### src/rtl/matrix_pkg.sv
// matrix_pkg
// Shared definitions for the matrixMulti operand loader: float and matrix
// widths, the loader state encoding and the mapping from element slot to
// bit offset inside a packed 128-bit matrix bus.
package matrix_pkg;

  localparam int FP_W   = 32;
  localparam int N_ELEM = 4;
  localparam int MAT_W  = FP_W * N_ELEM;

  typedef enum logic [1:0] {
    LOAD    = 2'd0,
    RUN     = 2'd1,
    RELEASE = 2'd2
  } loader_state_t;

  // Slot 0 ([1][1]) lives in the most significant word of the bus, so the
  // row-major element order reads left to right in a hex dump.
  function automatic logic [6:0] slot_offset(input logic [1:0] slot);
    return 7'((N_ELEM - 1 - int'(slot)) * FP_W);
  endfunction

endpackage

### src/rtl/fp_denorm_flush.sv
// fp_denorm_flush
// Combinational flush-to-zero for one IEEE-754 single-precision word.
// A subnormal (exponent 0, mantissa nonzero) becomes a signed zero; every
// other encoding, including +/-0, passes through untouched.
//
// Ports:
//   word_i       32-bit float in
//   word_o       32-bit float out, subnormals replaced by {sign, 31'b0}
//   is_denorm_o  high when word_i is subnormal
module fp_denorm_flush
  import matrix_pkg::*;
(
  input  logic [FP_W-1:0] word_i,
  output logic [FP_W-1:0] word_o,
  output logic            is_denorm_o
);

  assign is_denorm_o = (word_i[30:23] == 8'd0) && (word_i[22:0] != 23'd0);
  assign word_o      = is_denorm_o ? {word_i[31], 31'b0} : word_i;

endmodule

### src/rtl/matrix_loader.sv
// matrix_loader
// Collects eight serial float words over a valid/ready handshake, packs
// them into the two 2x2 operand buses of matrixMulti, then runs a
// four-phase start/finish handshake while holding the operands stable.
// A one-cycle done pulse marks the close of each multiply cycle.
//
// Optional feature: define MATRIX_LOADER_FLUSH_DENORM_EN to flush
// subnormal input words to signed zero and report them on denorm_seen.
//
// Ports:
//   clk          clock, rising edge
//   rst          synchronous active-high reset
//   in_data      float word from the source
//   in_valid     in_data is valid
//   in_ready     loader can accept a word (combinational)
//   mat1         operand A, [1][1] in bits 127:96 ... [2][2] in bits 31:0
//   mat2         operand B, same layout
//   start        level request to matrixMulti
//   finish       completion from matrixMulti
//   done         one-cycle pulse when the handshake has fully closed
//   denorm_seen  sticky per-load subnormal flag (0 without the macro)
module matrix_loader #(
  parameter int FP_W   = 32,
  parameter int N_ELEM = 4
) (
  input  logic                   clk,
  input  logic                   rst,
  input  logic [FP_W-1:0]        in_data,
  input  logic                   in_valid,
  output logic                   in_ready,
  output logic [N_ELEM*FP_W-1:0] mat1,
  output logic [N_ELEM*FP_W-1:0] mat2,
  output logic                   start,
  input  logic                   finish,
  output logic                   done,
  output logic                   denorm_seen
);

  import matrix_pkg::*;

  loader_state_t           state_q, state_d;
  logic [2:0]              cnt_q, cnt_d;
  logic [N_ELEM*FP_W-1:0]  mat1_q, mat1_d;
  logic [N_ELEM*FP_W-1:0]  mat2_q, mat2_d;
  logic                    start_q, start_d;
  logic                    done_q, done_d;
  logic                    accept;
  logic [FP_W-1:0]         store_word;

  // Reset forces in_ready low in the same cycle so a word offered during
  // reset is never treated as consumed by the source.
  assign in_ready = (state_q == LOAD) && !rst;
  assign accept   = in_valid && in_ready;

`ifdef MATRIX_LOADER_FLUSH_DENORM_EN
  logic word_is_denorm;
  logic denorm_q;

  fp_denorm_flush u_flush (
    .word_i      (in_data),
    .word_o      (store_word),
    .is_denorm_o (word_is_denorm)
  );

  // Word 0 starts a fresh load, so its own subnormal status replaces the
  // flag; later words can only set it.
  always_ff @(posedge clk) begin
    if (rst) begin
      denorm_q <= 1'b0;
    end else if (accept) begin
      denorm_q <= (cnt_q == 3'd0) ? word_is_denorm : (denorm_q | word_is_denorm);
    end
  end

  assign denorm_seen = denorm_q;
`else
  assign store_word  = in_data;
  assign denorm_seen = 1'b0;
`endif

  // Next-state logic. cnt[2] picks the matrix, cnt[1:0] the element slot;
  // only the addressed slice is rewritten, so the buses never glitch in
  // RUN or RELEASE.
  always_comb begin
    state_d = state_q;
    cnt_d   = cnt_q;
    mat1_d  = mat1_q;
    mat2_d  = mat2_q;
    done_d  = 1'b0;

    case (state_q)
      LOAD: begin
        if (accept) begin
          if (cnt_q[2]) begin
            mat2_d[slot_offset(cnt_q[1:0]) +: FP_W] = store_word;
          end else begin
            mat1_d[slot_offset(cnt_q[1:0]) +: FP_W] = store_word;
          end
          if (cnt_q == 3'd7) begin
            cnt_d   = 3'd0;
            state_d = RUN;
          end else begin
            cnt_d = cnt_q + 3'd1;
          end
        end
      end
      RUN: begin
        if (finish) begin
          state_d = RELEASE;
        end
      end
      RELEASE: begin
        if (!finish) begin
          state_d = LOAD;
          done_d  = 1'b1;
        end
      end
      default: begin
        state_d = LOAD;
      end
    endcase

    start_d = (state_d == RUN);
  end

  // State and output registers.
  always_ff @(posedge clk) begin
    if (rst) begin
      state_q <= LOAD;
      cnt_q   <= 3'd0;
      mat1_q  <= '0;
      mat2_q  <= '0;
      start_q <= 1'b0;
      done_q  <= 1'b0;
    end else begin
      state_q <= state_d;
      cnt_q   <= cnt_d;
      mat1_q  <= mat1_d;
      mat2_q  <= mat2_d;
      start_q <= start_d;
      done_q  <= done_d;
    end
  end

  assign mat1  = mat1_q;
  assign mat2  = mat2_q;
  assign start = start_q;
  assign done  = done_q;

endmodule

### config.mk
export PLATFORM = sky130hd
export DESIGN_NAME = matrix_loader
export DESIGN_NICKNAME = d
export VERILOG_FILES = /design/src/rtl/matrix_pkg.sv /design/src/rtl/fp_denorm_flush.sv /design/src/rtl/matrix_loader.sv
export SDC_FILE = /design/constraint.sdc
export NUM_CORES = 1
export LEC_CHECK = 0
export ABC_CLOCK_PERIOD_IN_PS = 4600
export BUFFER_PORTS_ARGS = -buffer_cell sky130_fd_sc_hd__buf_4
export CELL_PAD_IN_SITES_DETAIL_PLACEMENT = 1
export CELL_PAD_IN_SITES_GLOBAL_PLACEMENT = 1
export CORE_AREA = 2 2 125 218
export DETAILED_ROUTE_END_ITERATION = 16
export DIE_AREA = 0 0 127 220
export PLACE_DENSITY_LB_ADDON = 0.1
export SLEW_MARGIN = 10
export SYNTH_ARGS = -nofsm -noshare
export SYNTH_HDL_FRONTEND = slang
export SYNTH_SLANG_ARGS = --single-unit
### constraint.sdc
create_clock -name clk -period 4.6 [get_ports clk]
set_input_delay 0.23 -clock clk [delete_from_list [all_inputs] [get_ports clk]]
set_output_delay 0.23 -clock clk [all_outputs]
set_load 0.01 [all_outputs]
==> impl_metrics.ini <==
[status]
outcome = finished, final reports clean

[placement]
finalWeightedCongestion = 0.784
hpwl_um = 24000
buffer_ports.inserted = 294

[worst_setup_path]
crit_type = flop to flop
crit_buf_inv = 2
cp_data_arrival_time_ns = 2.96
crit_slowest_cell = nand4bb_2
cp_slowest_stage_delay_ns = 0.78
critPathLaunchType = flop
reg2regPathDepth = 6
path_delay_family = simple AND/OR/NAND/NOR gates
critPathMaxFanout = 39
crit_chain = inv_1 -> ha_1 -> nand4bb_2 -> buf_4 -> o21ai_0 -> a21oi_1
cp.required_ns = 4.99
crit_cells = 6
critPathCaptureType = flop

[cells_and_area]
final_nets = 1452
antenna_cells_inserted = 0
mostFrequentLayoutCells = buf_4 (308), dfxtp_1 (263), mux2i_1 (130)
final_common_cell = buf_4
syn2layout_area_growth_pct = 32.0
num-fill-cells = 3006
drive_above_1_share_pct = 25.9

[drt]
wl_per_cell_um = 21.2
drtPass1Iterations = 5
wirelength_um = 37100
final_antenna_net_count = 0
vias_per_cell = 5.57
drc = 0
drt-initial-drc-count = 706
vias = 9773

[logic_synthesis]
async_flop_share_pct = 0
synth.distinct_cells = 35
postSynthCellCount = 1167
synth.avg_cell_area_um2 = 9.27
synth_edf_count = 0
synth_fp_nets = 1208
ys_warn_count = 0
yosysSeqAreaShare_pct = 48.7
ys.flop_type = dfxtp_1
ys_ff_latch = 263
synthesis.area_mm2 = 0.0108

[floorplanning]
dieHeight_um = 220
row_count = 79
die_x_um = 127
start_util_pct = 41.1
num_io_pins = 296
die-area_mm2 = 0.0279
coreArea_mm2 = 0.0263

[sta]
slew_headroom_pct = 26.5
whs_ns = 0.0200
period_minus_slack_ns = 2.58
setup_violations = 0
max_freq_mhz = 388
hold_viol = 0
rsz0062_at_grt = no
timing.final.max_slew_violations = 0
skew_ns = 0.0121
tightest_slew_ns = 1.10
setup_tns_ns = 0
post-route-period-util_pct = 56.0

[global_routing]
grt_use_total_pct = 25.5
grt_pass1_vias = 10100
grt_pass1_wl_um = 57200
gr-total-overflow = 0
grt_max_degree = 126
antenna_found_initial = 1

[run]
max_cap_viol_count = 0

[clock_tree]
cts_setup_buffers = 0
clockBufferDepth = 3
cts_made_buffers = 27
clock-sinks = 263
clock_latency_ns = 0.54
cts.reportedPaths.clkPinSlew_ns = 0.06
root_buffer = clkbuf_16
cts_tree = yes
h-tree-depth = 1

[pwr]
p_comb_share_pct = 7.2
p_sw_mw = 1.18
cellPowerDensity_mw_per_mm2 = 347
intPower_mw = 3.77
p_seq_share_pct = 46.5
clkPwrFrac_pct = 46.3
irDropWorstVdd_mv = 0.325
swShare_pct = 23.9
p_leak_nw = 5.80

[hold_path]
whs_path_depth = 3
hp-class = input pin to flop
==> path summary, 6_finish.rpt <==
kind / from / end / slack (ns)
worst max-delay path: cnt_q[0] / mat2[109] / 2.02
worst max register to register: cnt_q[0] / mat2[109] / 2.02
worst min-delay path: in_data[31] / mat1[127] / 0.02
worst min register to register: mat1[31] / mat1[31] / 0.48
==> area by class of cell <==
type                       count  area [um2]  area share, %
inverter                       2        7.51         0.0526
multi-input combinational    776        5040           35.3
clock inverter                10         129          0.902
timing repair buffer         341        2650           18.5
sequential                   263        5270           36.9
tap                          324         405           2.84
clock buffer                  39         791           5.54
==> stage by stage <==
step | cell area [um2] | utilization, % | cells | power [mW] | setup WS, ns
2_1_floorplan | 10800 | - | 1167 | 2.55 | 2.79
5_1_grt | 14300 | 54.3 | 1755 | 5.11 | 1.74
3_5_place_dp | 13000 | 49.6 | 1674 | 2.69 | 1.91
3_3_place_gp | 13000 | 49.6 | 1674 | 2.69 | 1.93
6_report | 14300 | 54.3 | 1755 | 4.95 | 2.02
4_1_cts | 14300 | 54.3 | 1755 | 5.00 | 1.91
==> repair_timing <==
| item | 4_1_cts | 5_1_grt |
|---|---|---|
| gates resized for setup | 0 | 0 |
| hold buffers | 32 | 0 |
| hold endpoints to repair | 115 | 0 |
==> state kept, by name (all words and copies together) (netlist names) <==
| name | count |
|---|---|
| cnt_q | 3 |
| mat2 | 128 |
| mat1 | 128 |
| done | 1 |
| start | 1 |
| state_q | 2 |
==> kinds of logic (layout without fill, tap and decap cells) <==
family                   after synthesis  in the layout  share of synthesized area (%)
buffers and inverters                128            392                           5.59
adder cells (fa/ha/maj)                5              5                          0.578
AND/OR/NAND/NOR                      381            381                           21.0
other                                  1              1                         0.0347
AO/OA/AOI/OAI                        257            257                           11.9
multiplexers                         131            131                           12.1
flip-flops                           263            263                           48.7
XOR/XNOR                               1              1                         0.0810
==> per-layer routing <==
layer	track usage [%]	vias to the layer above	part of all wire (%)
li1	-	4584	-
met1	31.5	4824	41
met2	44.6	298	50
met3	4.66	65	5.6
met4	8.57	2	2.8
met5	0	-	0.043
==> cells in the mapped netlist, types with 3 or more instances <==
cell type  count  area (um2)
nor2b_1       33         206
dfxtp_1      263        5270
buf_2         33         165
nor2_1         4        15.0
a21oi_1      129         646
ha_1           5        62.6
nor3_1         3        15.0
nand4_1      128         801
nand2_1       65         244
o21ai_0      128         641
buf_1          3        11.3
buf_4         11        82.6
nand2b_1     130         813
clkbuf_1      75         282
mux2i_1      130        1300
buf_8          3        45.0
==> worst register-to-register path: stages, from the launching register on <==
cell and delay (ns):
dfxtp_1 0.43, inv_1 0.13, ha_1 0.21, nand4bb_2 0.79, buf_4 0.56, o21ai_0 0.20, a21oi_1 0.10
==> power by group through the flow <==
stage	Combinational (mW)	Sequential (mW)	Clock, mW
2_1_floorplan	0.189	2.36	0
3_3_place_gp	0.333	2.35	0
3_5_place_dp	0.333	2.35	0
4_1_cts	0.355	2.30	2.34
5_1_grt	0.383	2.30	2.43
6_report	0.358	2.30	2.29
No activity file was read; power rests on OpenSTA's default activity.
